$ cat config.mk
export PLATFORM = sky130hd
export DESIGN_NAME = multicycle_ctrl
export DESIGN_NICKNAME = d
export VERILOG_FILES = /design/src/rtl/multicycle_ctrl_pkg.sv /design/src/rtl/multicycle_ctrl_alu_decoder.sv /design/src/rtl/multicycle_ctrl.sv
export SDC_FILE = /design/constraint.sdc
export NUM_CORES = 1
export LEC_CHECK = 0
export BUFFER_PORTS_ARGS = -buffer_cell sky130_fd_sc_hd__buf_2
export CAP_MARGIN = 20
export CORE_MARGIN = 1.5
export CORE_UTILIZATION = 45
export CTS_CLUSTER_SIZE = 25
export DETAILED_ROUTE_END_ITERATION = 8
export GPL_ROUTABILITY_DRIVEN = 0
export PLACE_DENSITY = 0.76
export SETUP_SLACK_MARGIN = 0.05
export SLEW_MARGIN = 20
export SYNTH_ARGS = -nofsm -noshare
export SYNTH_HDL_FRONTEND = slang
export SYNTH_HIERARCHICAL = 1
export SYNTH_SLANG_ARGS = --single-unit
export TNS_END_PERCENT = 30
$ cat constraint.sdc
create_clock -name clk -period 2.1 [get_ports clk]
set_input_delay 0.42 -clock clk [delete_from_list [all_inputs] [get_ports clk]]
set_output_delay 0.42 -clock clk [all_outputs]
set_load 0.01 [all_outputs]
$ cat src/rtl/multicycle_ctrl_pkg.sv
// Shared definitions for the multi-cycle RV32I controller: opcodes, control
// encodings, FSM states and the coarse instruction classification.
package multicycle_ctrl_pkg;

  localparam logic [6:0] OP_RTYPE  = 7'b0110011;
  localparam logic [6:0] OP_IALU   = 7'b0010011;
  localparam logic [6:0] OP_LOAD   = 7'b0000011;
  localparam logic [6:0] OP_STORE  = 7'b0100011;
  localparam logic [6:0] OP_BRANCH = 7'b1100011;

  localparam logic [2:0] F3_ADD = 3'b000;
  localparam logic [2:0] F3_SLT = 3'b010;
  localparam logic [2:0] F3_OR  = 3'b110;
  localparam logic [2:0] F3_AND = 3'b111;

  localparam logic [2:0] ALU_ADD = 3'b000;
  localparam logic [2:0] ALU_SUB = 3'b001;
  localparam logic [2:0] ALU_AND = 3'b010;
  localparam logic [2:0] ALU_OR  = 3'b011;
  localparam logic [2:0] ALU_CMP = 3'b100;
  localparam logic [2:0] ALU_SLT = 3'b101;

  localparam logic [1:0] IMM_I = 2'b00;
  localparam logic [1:0] IMM_S = 2'b01;
  localparam logic [1:0] IMM_B = 2'b10;

  localparam logic [1:0] RES_ALU = 2'b00;
  localparam logic [1:0] RES_MEM = 2'b01;

  typedef enum logic [2:0] {
    S_FETCH  = 3'd0,
    S_DECODE = 3'd1,
    S_EXEC   = 3'd2,
    S_MEM    = 3'd3,
    S_HALT   = 3'd4
  } state_t;

  typedef enum logic [2:0] {
    C_RTYPE   = 3'd0,
    C_IALU    = 3'd1,
    C_LOAD    = 3'd2,
    C_STORE   = 3'd3,
    C_BRANCH  = 3'd4,
    C_ILLEGAL = 3'd5
  } instr_class_t;

  // Everything the controller drives into the DataPath and memories in one cycle.
  typedef struct packed {
    logic       imemReq;
    logic       irWrite;
    logic       dmemReq;
    logic       dmemWe;
    logic       branch;
    logic       jump;
    logic       regWrite;
    logic       aluSrc;
    logic [1:0] inmSrc;
    logic [1:0] resultSrc;
    logic [2:0] aluControl;
  } ctrl_t;

  function automatic instr_class_t classify(input logic [6:0] op);
    case (op)
      OP_RTYPE:  return C_RTYPE;
      OP_IALU:   return C_IALU;
      OP_LOAD:   return C_LOAD;
      OP_STORE:  return C_STORE;
      OP_BRANCH: return C_BRANCH;
      default:   return C_ILLEGAL;
    endcase
  endfunction

endpackage

$ cat src/rtl/multicycle_ctrl_alu_decoder.sv
// Combinational op/funct3/funct7 to ALU operation decode; shared with the
// single-cycle control path.
module alu_decoder
  import multicycle_ctrl_pkg::*;
(
  input  logic [6:0] op_i,
  input  logic [2:0] f3_i,
  input  logic       f7_i,
  output logic [2:0] aluControl_o
);

  logic [2:0] funcAlu;

  always_comb begin
    case (f3_i)
      F3_ADD:  funcAlu = ALU_ADD;
      F3_SLT:  funcAlu = ALU_SLT;
      F3_OR:   funcAlu = ALU_OR;
      F3_AND:  funcAlu = ALU_AND;
      default: funcAlu = ALU_ADD;
    endcase
  end

  // SUB only exists for register-register ops; addi ignores the funct7 bit.
  always_comb begin
    aluControl_o = ALU_ADD;
    case (op_i)
      OP_RTYPE:  aluControl_o = (f3_i == F3_ADD && f7_i) ? ALU_SUB : funcAlu;
      OP_IALU:   aluControl_o = funcAlu;
      OP_BRANCH: aluControl_o = ALU_CMP;
      default:   aluControl_o = ALU_ADD;
    endcase
  end

endmodule

$ cat src/rtl/multicycle_ctrl.sv
// Multi-cycle control FSM for the RV32I DataPath: sequences fetch, decode,
// execute and memory phases against variable-latency memories and counts retirements.
module multicycle_ctrl
  import multicycle_ctrl_pkg::*;
(
  input  logic        clk,
  input  logic        rst_n,
  input  logic [6:0]  op,
  input  logic [2:0]  f3,
  input  logic        f7,
  input  logic        zero,
  input  logic        imemReady,
  input  logic        dmemReady,
  output logic        imemReq,
  output logic        irWrite,
  output logic        dmemReq,
  output logic        dmemWe,
  output logic        branch,
  output logic        jump,
  output logic        regWrite,
  output logic        aluSrc,
  output logic [1:0]  inmSrc,
  output logic [1:0]  resultSrc,
  output logic [2:0]  aluControl,
  output logic        illegal,
  output logic [31:0] retired
);

  state_t       state_q;
  instr_class_t class_q;
  logic         illegal_q;
  logic [31:0]  retired_q;
  logic [31:0]  retired_d;

  instr_class_t decClass;
  logic [2:0]   decAluControl;
  ctrl_t        ctrl;

  // The branch decision happens in the DataPath; zero is only passed through the interface.
  logic unusedZero;
  assign unusedZero = zero;

  assign decClass  = classify(op);
  assign retired_d = retired_q + 32'd1;

  alu_decoder u_alu_decoder (
    .op_i        (op),
    .f3_i        (f3),
    .f7_i        (f7),
    .aluControl_o(decAluControl)
  );

  always_ff @(posedge clk) begin
    if (!rst_n) begin
      state_q   <= S_FETCH;
      class_q   <= C_ILLEGAL;
      illegal_q <= 1'b0;
      retired_q <= '0;
    end else begin
      if (ctrl.jump) retired_q <= retired_d;
      case (state_q)
        S_FETCH: if (imemReady) state_q <= S_DECODE;
        S_DECODE: begin
          class_q <= decClass;
          if (decClass == C_ILLEGAL) begin
            state_q   <= S_HALT;
            illegal_q <= 1'b1;
          end else begin
            state_q <= S_EXEC;
          end
        end
        S_EXEC:  state_q <= (class_q == C_LOAD || class_q == C_STORE) ? S_MEM : S_FETCH;
        S_MEM:   if (dmemReady) state_q <= S_FETCH;
        S_HALT:  state_q <= S_HALT;
        default: state_q <= S_FETCH;
      endcase
    end
  end

  // Outputs decode the registered state; holding rst_n low silences them in the same cycle.
  always_comb begin
    ctrl = '0;
    if (rst_n) begin
      case (state_q)
        S_FETCH: begin
          ctrl.imemReq = 1'b1;
          ctrl.irWrite = imemReady;
        end
        S_EXEC: begin
          ctrl.aluControl = decAluControl;
          case (class_q)
            C_RTYPE: begin
              ctrl.regWrite  = 1'b1;
              ctrl.resultSrc = RES_ALU;
              ctrl.jump      = 1'b1;
            end
            C_IALU: begin
              ctrl.regWrite  = 1'b1;
              ctrl.resultSrc = RES_ALU;
              ctrl.aluSrc    = 1'b1;
              ctrl.inmSrc    = IMM_I;
              ctrl.jump      = 1'b1;
            end
            C_BRANCH: begin
              ctrl.branch = 1'b1;
              ctrl.inmSrc = IMM_B;
              ctrl.jump   = 1'b1;
            end
            C_LOAD: begin
              ctrl.aluSrc = 1'b1;
              ctrl.inmSrc = IMM_I;
            end
            C_STORE: begin
              ctrl.aluSrc = 1'b1;
              ctrl.inmSrc = IMM_S;
            end
            default: ctrl.aluControl = ALU_ADD;
          endcase
        end
        S_MEM: begin
          ctrl.dmemReq    = 1'b1;
          ctrl.dmemWe     = (class_q == C_STORE);
          ctrl.aluSrc     = 1'b1;
          ctrl.inmSrc     = (class_q == C_STORE) ? IMM_S : IMM_I;
          ctrl.aluControl = decAluControl;
          if (dmemReady) begin
            ctrl.jump = 1'b1;
            if (class_q == C_LOAD) begin
              ctrl.regWrite  = 1'b1;
              ctrl.resultSrc = RES_MEM;
            end
          end
        end
        default: ctrl = '0;
      endcase
    end
  end

  assign imemReq    = ctrl.imemReq;
  assign irWrite    = ctrl.irWrite;
  assign dmemReq    = ctrl.dmemReq;
  assign dmemWe     = ctrl.dmemWe;
  assign branch     = ctrl.branch;
  assign jump       = ctrl.jump;
  assign regWrite   = ctrl.regWrite;
  assign aluSrc     = ctrl.aluSrc;
  assign inmSrc     = ctrl.inmSrc;
  assign resultSrc  = ctrl.resultSrc;
  assign aluControl = ctrl.aluControl;
  assign illegal    = illegal_q & rst_n;
  assign retired    = retired_q;

  // Handshake invariants that must hold whenever the controller is out of reset.
  irWriteNeedsFetch: assert property (@(posedge clk) disable iff (!rst_n) irWrite |-> imemReq);
  writeNeedsRequest: assert property (@(posedge clk) disable iff (!rst_n) dmemWe |-> dmemReq);
  jumpOnlyAtRetire:  assert property (@(posedge clk) disable iff (!rst_n)
                                      jump |-> (state_q == S_EXEC || state_q == S_MEM));
  haltIsQuiet:       assert property (@(posedge clk) disable iff (!rst_n)
                                      illegal |-> !(imemReq || jump || dmemReq));

endmodule

# Word level (Yosys, flattened, before mapping)
# Index checks and enable logic that the tools add are counted.
# Widths: inputs -> output; s select.
# word_totals
reg_bits,39
input_bits,16
out_inout_bits,48
# classes
addsub,1
n_eq_ne,19
muxes,25
bitwise,1
n_reduce_logical,11
# ops
operator,n
$add 32x1->32 const B,1
$pmux 3 s5,2
$pmux 10 s2,1
$pmux 3 s3,2
$eq 3x2->1 const B,5
$eq 3x3->1 const B,5
$mux 15,1
$mux 3,5
$eq 7x6->1 const B,2
$logic_not 3->1,3
$mux 1,9
$mux 2,4
$eq 7x2->1 const B,1
$eq 7x5->1 const B,1
$eq 7x7->1 const B,1
$eq 3x1->1 const B,2
$reduce_or 3->1,2
$reduce_or 5->1,1
$ne 2x2->1 const B,2
$pmux 2 s2,1
$reduce_and 2->1,2
$reduce_or 2->1,1
$and 1x1->1,1
$logic_and 1x1->1,1
$logic_or 1x1->1,1

# Logic depth before layout (Yosys ltp)
# Gate-level depths: netlist (run 1).
# logic_depth
depth_word,7
mapped_depth,6

# Hierarchy
# Netlist (run 1), hierarchy kept.
# modules_own_cells
mod,instances,cells_each,area_per_inst_um2
multicycle_ctrl,1,261,2127.0
alu_decoder,1,12,87.6

# Worst setup path after synthesis (run 1)
# OpenSTA, ideal clock, no wires.
# synth_timing
path_type,reg2reg
start,register class_q[2]
end,register retired_q[23] (netlist: retired[23])
arrival_time_ns,1.735
required_ns,2.029
path_slack_ns,0.295
path_stages_with_launch,6
path_buffers,1
period_less_slack_ns,1.805
cell_sequence,dfxtp_1 > buf_6 > a211o_4 > a211o_1 > or4_1 > a21oi_1
# synth_between
elab_chain_cells,5
word_cells_on_any_way,7
cone_classes,eq/ne: 2; mux: 3; reduce/logical: 2
# synth_rtl
item,line,rtl
"start, declared",multicycle_ctrl.sv:30,instr_class_t class_q;
"start signal, assigned",multicycle_ctrl.sv:64,class_q <= decClass;
"$eq 3x1->1, or another cell as far along",multicycle_ctrl.sv:91,case (class_q)
$reduce_or 3->1 (no source line) *,-,
$mux 1 *,multicycle_ctrl.sv:91,
$pmux 10 s2 *,multicycle_ctrl.sv:84,case (state_q)
$mux 15 *,multicycle_ctrl.sv:83,if (rst_n) begin
"end signal, assigned",multicycle_ctrl.sv:60,if (ctrl.jump) retired_q <= retired_d;
"end, declared",multicycle_ctrl.sv:32,logic [31:0] retired_q;
# Every way passes the cells marked *; elsewhere a longest branch is shown, timed or not.
# A chain may end at the register's enable or synchronous reset.

# Worst setup path after layout (run 1)
# layout_timing
start,register state_q[2]
end,output dmemWe
# layout_between
elab_chain_cells,3
# layout_rtl
item,line,rtl
"start, declared",multicycle_ctrl.sv:29,state_t state_q;
"start signal, assigned",multicycle_ctrl.sv:72,S_EXEC: state_q <= (class_q == C_LOAD || class_q == C_STORE) ? S_MEM : S_FETCH;
$eq 3x2->1,multicycle_ctrl.sv:84,
$mux 2,multicycle_ctrl.sv:84,
$mux 15,multicycle_ctrl.sv:83,
"end, declared",multicycle_ctrl.sv:17,"output logic dmemWe,"
# No other way between the ends.

==> summary.md, run 1 <==
| Metric | Value |
|---|---|
| DR WL/cell | 12.7 um |
| Outcome | finished, final reports clean |
| Async SR Flop Fraction | 0% |
| Largest net degree at the start of global routing | 25 |
| Post-synth EDFFs | 0 |
| # setup viols final | 0 |
| Yosys cell types | 49 |
| CP Class | reg -> out |
| CORE AREA | roughly 4700 um^2 |
| Setup TNS | 0 ns |
| Max VDD drop | 0.256 mV |
| Detail Route Antenna Nets | 0 |
| Via count | around 2300 |
| Pins Over Slew Limit | 0 |
| Clk sinks | 39 |
| FMAX | 508 MHz |
| Final period utilization | 93.8% |
| Die footprint | approximately 5400 um^2 |
| First drt pass iteration count | 4 |
| WP data arrival | 1.55 ns |
| First-pass GRT wire length | 8320 um |
| Crit start category | flip-flop |
| Ant. Diodes | 0 |
| Final Routed Wirelength | 5160 um |
| Fin nets | 355 |
| DRC errors left | 0 |
| Register area share after synthesis | 35.3% |
| Hold WS | 0.465 ns |
| Max stage delay on crit path | roughly 0.38 ns |
| #FFs+latches synth | 39 |
| Power per Cell Area | between 500 and 600 nW/um^2 |
| Worst path slowest cell | dfxtp_1 |
| Yosys warns | 6 |
| Most common library cell in the layout ignoring fill and taps | buf_2 |
| Htree depth | 2 |
| Crit end category | primary output |
| Layout cells sized above 1 | 29.5% |
| All-Layer GR Usage | around 20% |
| CTS Hold Buffers Added | 0 |
| Die X | between 70 and 80 um |
| Fin crit period | 1.97 ns |
| Clock-pin slew on the worst setup and hold paths | 0.07 ns |
| Mapped cell area | 2210 um^2 |
| Max Cap Violations | 0 |
| Worst-skew pair later-pin latency | 0.29 ns |
| Post-synth net total | 290 |
| CP max FO | 8 |
| Clock Skew | 0.00416 ns |
| Area grow syn2layout | 23.7% |
| Initial Util | 46.9% |
| Critical Path RT | ~1.7 ns |
| DR vias/cell | 5.57 |
| Clock root buffer | clkbuf_8 |
| GRT overflow | 0 |
| Vias in the first global route | 1835 |
| Worst path cell trace | nand3b_1, buf_4, nor3_2, and2_1, buf_2 |
| RSZ-0062 raised after global routing | no |
| Min-Delay Path Class | reg -> reg |
| CTS tree | done |
| Initial antenna violation count | 0 |
| Row cnt | 25 |
| Static leakage | 1.05 nW |
| DP Wirelength | 3650 um |
| Boundary pin count | 64 |
| Die height | 73.2 um |
| Clk buf depth | 2 |
| Syn Area/Cell | 8.11 um^2 |
| Final Hold Vio Count | 0 |
| Most frequent cells in the layout | 61 x buf_2, 38 x dfxtp_1, 25 x a21oi_1, 21 x nand2_1, 17 x o21ai_0 |
| Port Buffers | around 60 |
| TritonCTS buffer count | 5 |
| DR iter-0 viols | between 100 and 150 |
| Post-Synthesis Cells | 273 |
| Top FF cell, synth | dfxtp_1 |
-- state kept, by name, indices dropped and copies added, names as in the netlist --
register	flops
retired	32
illegal_q	1
state_q	3
class_q	3
-- report_power, final --
| part | switching, W | internal [W] | total [W] |
|---|---|---|---|
| sequential | 0.0000155 | 0.000751 | 0.000767 |
| combinational | 0.0000897 | 0.0000738 | 0.000163 |
| clock | 0.000269 | 0.000232 | 0.000501 |
| total | 0.000374 | 0.00106 | 0.00143 |
-- critical path, delay by kind of cell, from the launching register on --
| family | cells | cell delay [ns] |
|---|---|---|
| and+or+nand+nor | 3 | 0.56 |
| DFF | 1 | 0.38 |
| buffers and inverters | 2 | 0.32 |
-- synthesized netlist by cell type, types with 4 or more instances --
master	n	area, um^2
clkbuf_1	11	41.3
mux2i_1	5	50.1
or3_1	11	68.8
nand3_1	12	60.1
nor3_1	6	30.0
and2_1	6	37.5
nand4_1	6	37.5
nor2_1	15	56.3
nand3b_1	4	30.0
o31ai_1	9	67.6
dfxtp_1	39	781
o21ai_0	17	85.1
inv_1	8	30.0
or4_1	9	67.6
o21a_1	4	30.0
and3_1	5	31.3
nor4_1	4	25.0
nand2b_1	9	56.3
nand2_1	21	78.8
a21oi_1	26	130
nor4_2	5	62.6
-- logic make-up (layout without fill, tap and decap cells) --
family / after synthesis / in the layout / synth area share (%)
buffers and inverters: 25 / 91 / 5.20
flip-flops: 39 / 39 / 35.3
AO/OA/AOI/OAI: 68 / 68 / 18.9
multiplexers: 5 / 5 / 2.26
XOR/XNOR: 4 / 4 / 1.58
other: 1 / 1 / 0.169
adder cells (fa/ha/maj): 1 / 1 / 0.565
AND/OR/NAND/NOR: 130 / 130 / 36.0
-- what timing repair did --
| item | 4_1_cts | 5_1_grt |
|---|---|---|
| pin swaps | 0 | 0 |
| endpoints found under the setup margin | 5 | 11 |
| buffers inserted | 0 | 0 |
| resized for setup | 1 | 7 |
-- final cells by class --
| cell class | instances | area (um^2) |
|---|---|---|
| clock inverter | 2 | 12.5 |
| inverter | 8 | 30.0 |
| timing repair buffer | 75 | 410 |
| multi-input combinational | 209 | 1350 |
| clock buffer | 6 | 72.6 |
| tap | 67 | 83.8 |
| sequential | 39 | 782 |
| fill | 435 | 1980 |
-- per-stage QoR --
step / instance area [um^2] / util (%) / setup WS (ns) / cells / power [W]
5_1_grt: 2740 / 58.0 / 0.0268 / 406 / 0.00150
4_1_cts: 2710 / 57.4 / 0.0530 / 406 / 0.00145
2_1_floorplan: 2210 / - / 0.295 / 273 / 0.000888
6_report: 2740 / 58.0 / 0.130 / 406 / 0.00143
3_5_place_dp: 2620 / 55.5 / 0.0565 / 398 / 0.000944
3_3_place_gp: 2620 / 55.5 / 0.0913 / 398 / 0.000939
-- metal layers --
layer  share of wire [%]  vias to the layer above  GRT usage, %
met1                  47                     1078          25.9
met3                 3.4                        6          3.59
li1                    -                     1133             -
met5                   0                        -             0
met2                  48                       45          32.0
met4                 1.5                        0          7.34
-- final timing paths --
check | startpoint | depth (start not counted) | end | slack (ns)
setup reg to reg | state_q[0]$_SDFFE_PN0P_ | 4 | retired[13]$_SDFFE_PN0P_ | 0.17
hold reg to reg | illegal_q$_SDFFE_PN0P_ | 1 | illegal_q$_SDFFE_PN0P_ | 0.47
setup / recovery | state_q[2]$_SDFFE_PN0P_ | 5 | dmemWe | 0.13
hold / removal | illegal_q$_SDFFE_PN0P_ | 1 | illegal_q$_SDFFE_PN0P_ | 0.47
Power figures use the tool's default switching activity.
==> run 2, diff against run 1 <==
Settings changed: RECOVER_POWER set to 50.
==> run 2 against run 1 <==
Clock power hardly changed. Clock skew is essentially flat. Via count decreased by 0.49%. Sequential share of layout area increased by 0.64 points. Combinational power is 3% lower. Critical path type is now reg -> reg. Critical path depth is 1 lower. Worst hold slack about the same. Sequential power is essentially flat. Routed wire length is essentially flat.
==> summary.md, run 2 (synthesis results as in run 1) <==
| Metric | Value |
|---|---|
| Outcome | finished, final reports clean |
| Post-CTS Setup Bufs | 0 |
| Worst-skew pair later-pin latency | roughly 0.29 ns |
| Static leakage | 0.901 nW |
| GRT overflow | 0 |
| R2R depth | 4 |
| DR iter-0 viols | 131 |
| Row cnt | 25 |
| Power per Cell Area | 532 nW/um^2 |
| Worst reg-to-reg setup slack | about 0.13 ns |
| RSZ-0062 raised after global routing | no |
| Switch share | between 20% and 30% |
| WP data arrival | 2.19 ns |
| Comb power frac | 11.1% |
| Boundary pin count | 64 |
| TritonCTS buffer count | 5 |
| Initial Util | 46.9% |
| Fin nets | roughly 360 |
| Most frequent cells in the layout | 38 x dfxtp_1, 36 x clkbuf_1, 28 x buf_2, 25 x a21oi_1, 21 x nand2_1 |
| FF-to-FF Start | state_q[0]$_SDFFE_PN0P_ |
| Psw | 0.000374 W |
| Fin crit period | 1.97 ns |
| Clock-pin slew on the worst setup and hold paths | 0.08 ns |
| Hold Crit Start | illegal_q$_SDFFE_PN0P_ |
| Largest net degree at the start of global routing | 25 |
| CTS Hold Buffers Added | 0 |
| Die X | between 70 and 80 um |
| FMAX | 507 MHz |
| Detail Route Antenna Nets | 0 |
| First-pass GRT wire length | 8320 um |
| Die height | 73.2 um |
| Layout cells sized above 1 | 18.9% |
| Critical Path RT | 2.32 ns |
| Worst Hold Depth | 1 |
| Final period utilization | 93.9% |
| Area grow syn2layout | 21.0% |
| Reg2Reg Capture Point | retired[13]$_SDFFE_PN0P_ |
| Power share of the clock group | 35.2% |
| Most common library cell in the layout ignoring fill and taps | dfxtp_1 |
| Ant. Diodes | 0 |
| # setup viols final | 0 |
| Util after Layout | between 50 and 60% |
| DR vias/cell | 5.54 |
| Largest register FFs | 32 |
| Final Routed Wirelength | roughly 5200 um |
| Crit start category | flip-flop |
| Crit end category | flip-flop |
| CTS tree | done |
| Min-Delay Path Class | reg -> reg |
| Die footprint | 5350 um^2 |
| Port Buffers | around 60 |
| Final Hold Vio Count | 0 |
| First drt pass iteration count | 4 |
| Max VDD drop | 0.257 mV |
| DRC errors left | 0 |
| DP Wirelength | ~3700 um |
| Clk buf depth | 2 |
| Flop pwr share | a little over half |
| Clk sinks | 39 |
| Vias in the first global route | 1835 |
| Clock Skew | 0.00451 ns |
| Clock root buffer | clkbuf_8 |
| CP max FO | 17 |
| Setup TNS | 0 ns |
| Pins Over Slew Limit | 0 |
| DR WL/cell | between 10 and 15 um |
| CORE AREA | between 4000 and 5000 um^2 |
| Worst Hold Endpoint | illegal_q$_SDFFE_PN0P_ |
| Via count | 2251 |
| Int Pwr | 0.00105 W |
| Max Cap Violations | 0 |
| Htree depth | 2 |
| All-Layer GR Usage | 19.7% |
| Initial antenna violation count | 0 |
| CP Class | reg -> reg |
==> run 2: cell types whose count changed in the layout (fill, tap and decap cells not counted) <==
cell	delta
a211o_1	+1
a211o_4	-1
buf_2	-33
buf_4	-3
clkbuf_1	+35
clkbuf_2	+1
==> run 2: metrics by stage <==
| stage | cells | cell area (um^2) | hold WS, ns | setup slack [ns] | power, W |
|---|---|---|---|---|---|
| after floorplan | 273 | 2210 | 0.432 | 0.295 | 0.000888 |
| after global placement | 398 | 2620 | 0.441 | 0.0913 | 0.000939 |
| after detailed placement | 398 | 2620 | 0.451 | 0.0565 | 0.000944 |
| after CTS | 406 | 2710 | 0.467 | 0.0530 | 0.00145 |
| after global routing | 406 | 2680 | 0.488 | 0.0268 | 0.00149 |
| final | 406 | 2680 | 0.465 | 0.129 | 0.00143 |
==> run 2: how the worst max path moves through the flow <==
stage	from	cells past startpoint	endpoint	slack, ns
final	state_q[0]$_SDFFE_PN0P_	4	retired[13]$_SDFFE_PN0P_	0.13
after global routing	state_q[2]$_SDFFE_PN0P_	5	dmemWe	0.03
after CTS	state_q[1]$_SDFFE_PN0P_	4	jump	0.05
after detailed placement	state_q[0]$_SDFFE_PN0P_	4	retired[13]$_SDFFE_PN0P_	0.06
after global placement	state_q[0]$_SDFFE_PN0P_	5	retired[9]$_SDFFE_PN0P_	0.09
after floorplan	class_q[2]$_SDFFE_PN1N_	5	retired[23]$_SDFFE_PN0P_	0.29
==> run 2: critical path, stage by stage, from the launching register on <==
cell	delay, ns
dfxtp_1	0.36
a211o_1	0.39
a211o_4	0.46
or4_1	0.52
a21oi_1	0.17
==> run 2: timing repair <==
action	4_1_cts	5_1_grt
endpoints found under the hold margin	0	0
gates resized for setup	1	7
endpoints found under the setup margin	5	11
==> run 2: final cells by class <==
| cell class | count | area [um^2] |
|---|---|---|
| multi-input combinational | 209 | 1340 |
| inverter | 8 | 30.0 |
| clock buffer | 6 | 72.6 |
| sequential | 39 | 782 |
| tap | 67 | 83.8 |
| clock inverter | 2 | 12.5 |
| fill | 455 | 2040 |
| timing repair buffer | 75 | 359 |
==> run 2: power by group through the flow <==
| stage | clock network, W | logic [W] | registers [W] |
|---|---|---|---|
| floorplan | 0 | 0.000113 | 0.000775 |
| global route | 0.000548 | 0.000178 | 0.000768 |
| global placement | 0 | 0.000156 | 0.000784 |
| finish | 0.000502 | 0.000158 | 0.000766 |
| CTS | 0.000519 | 0.000160 | 0.000766 |
| detailed placement | 0 | 0.000160 | 0.000784 |
==> run 2: layer usage <==
layer | share of wire [%] | GRT usage (%) | vias up
li1 | - | - | 1137
met1 | 48 | 25.9 | 1067
met2 | 47 | 32.0 | 41
met3 | 3.5 | 3.59 | 6
met4 | 1.5 | 7.34 | 0
met5 | 0 | 0 | -
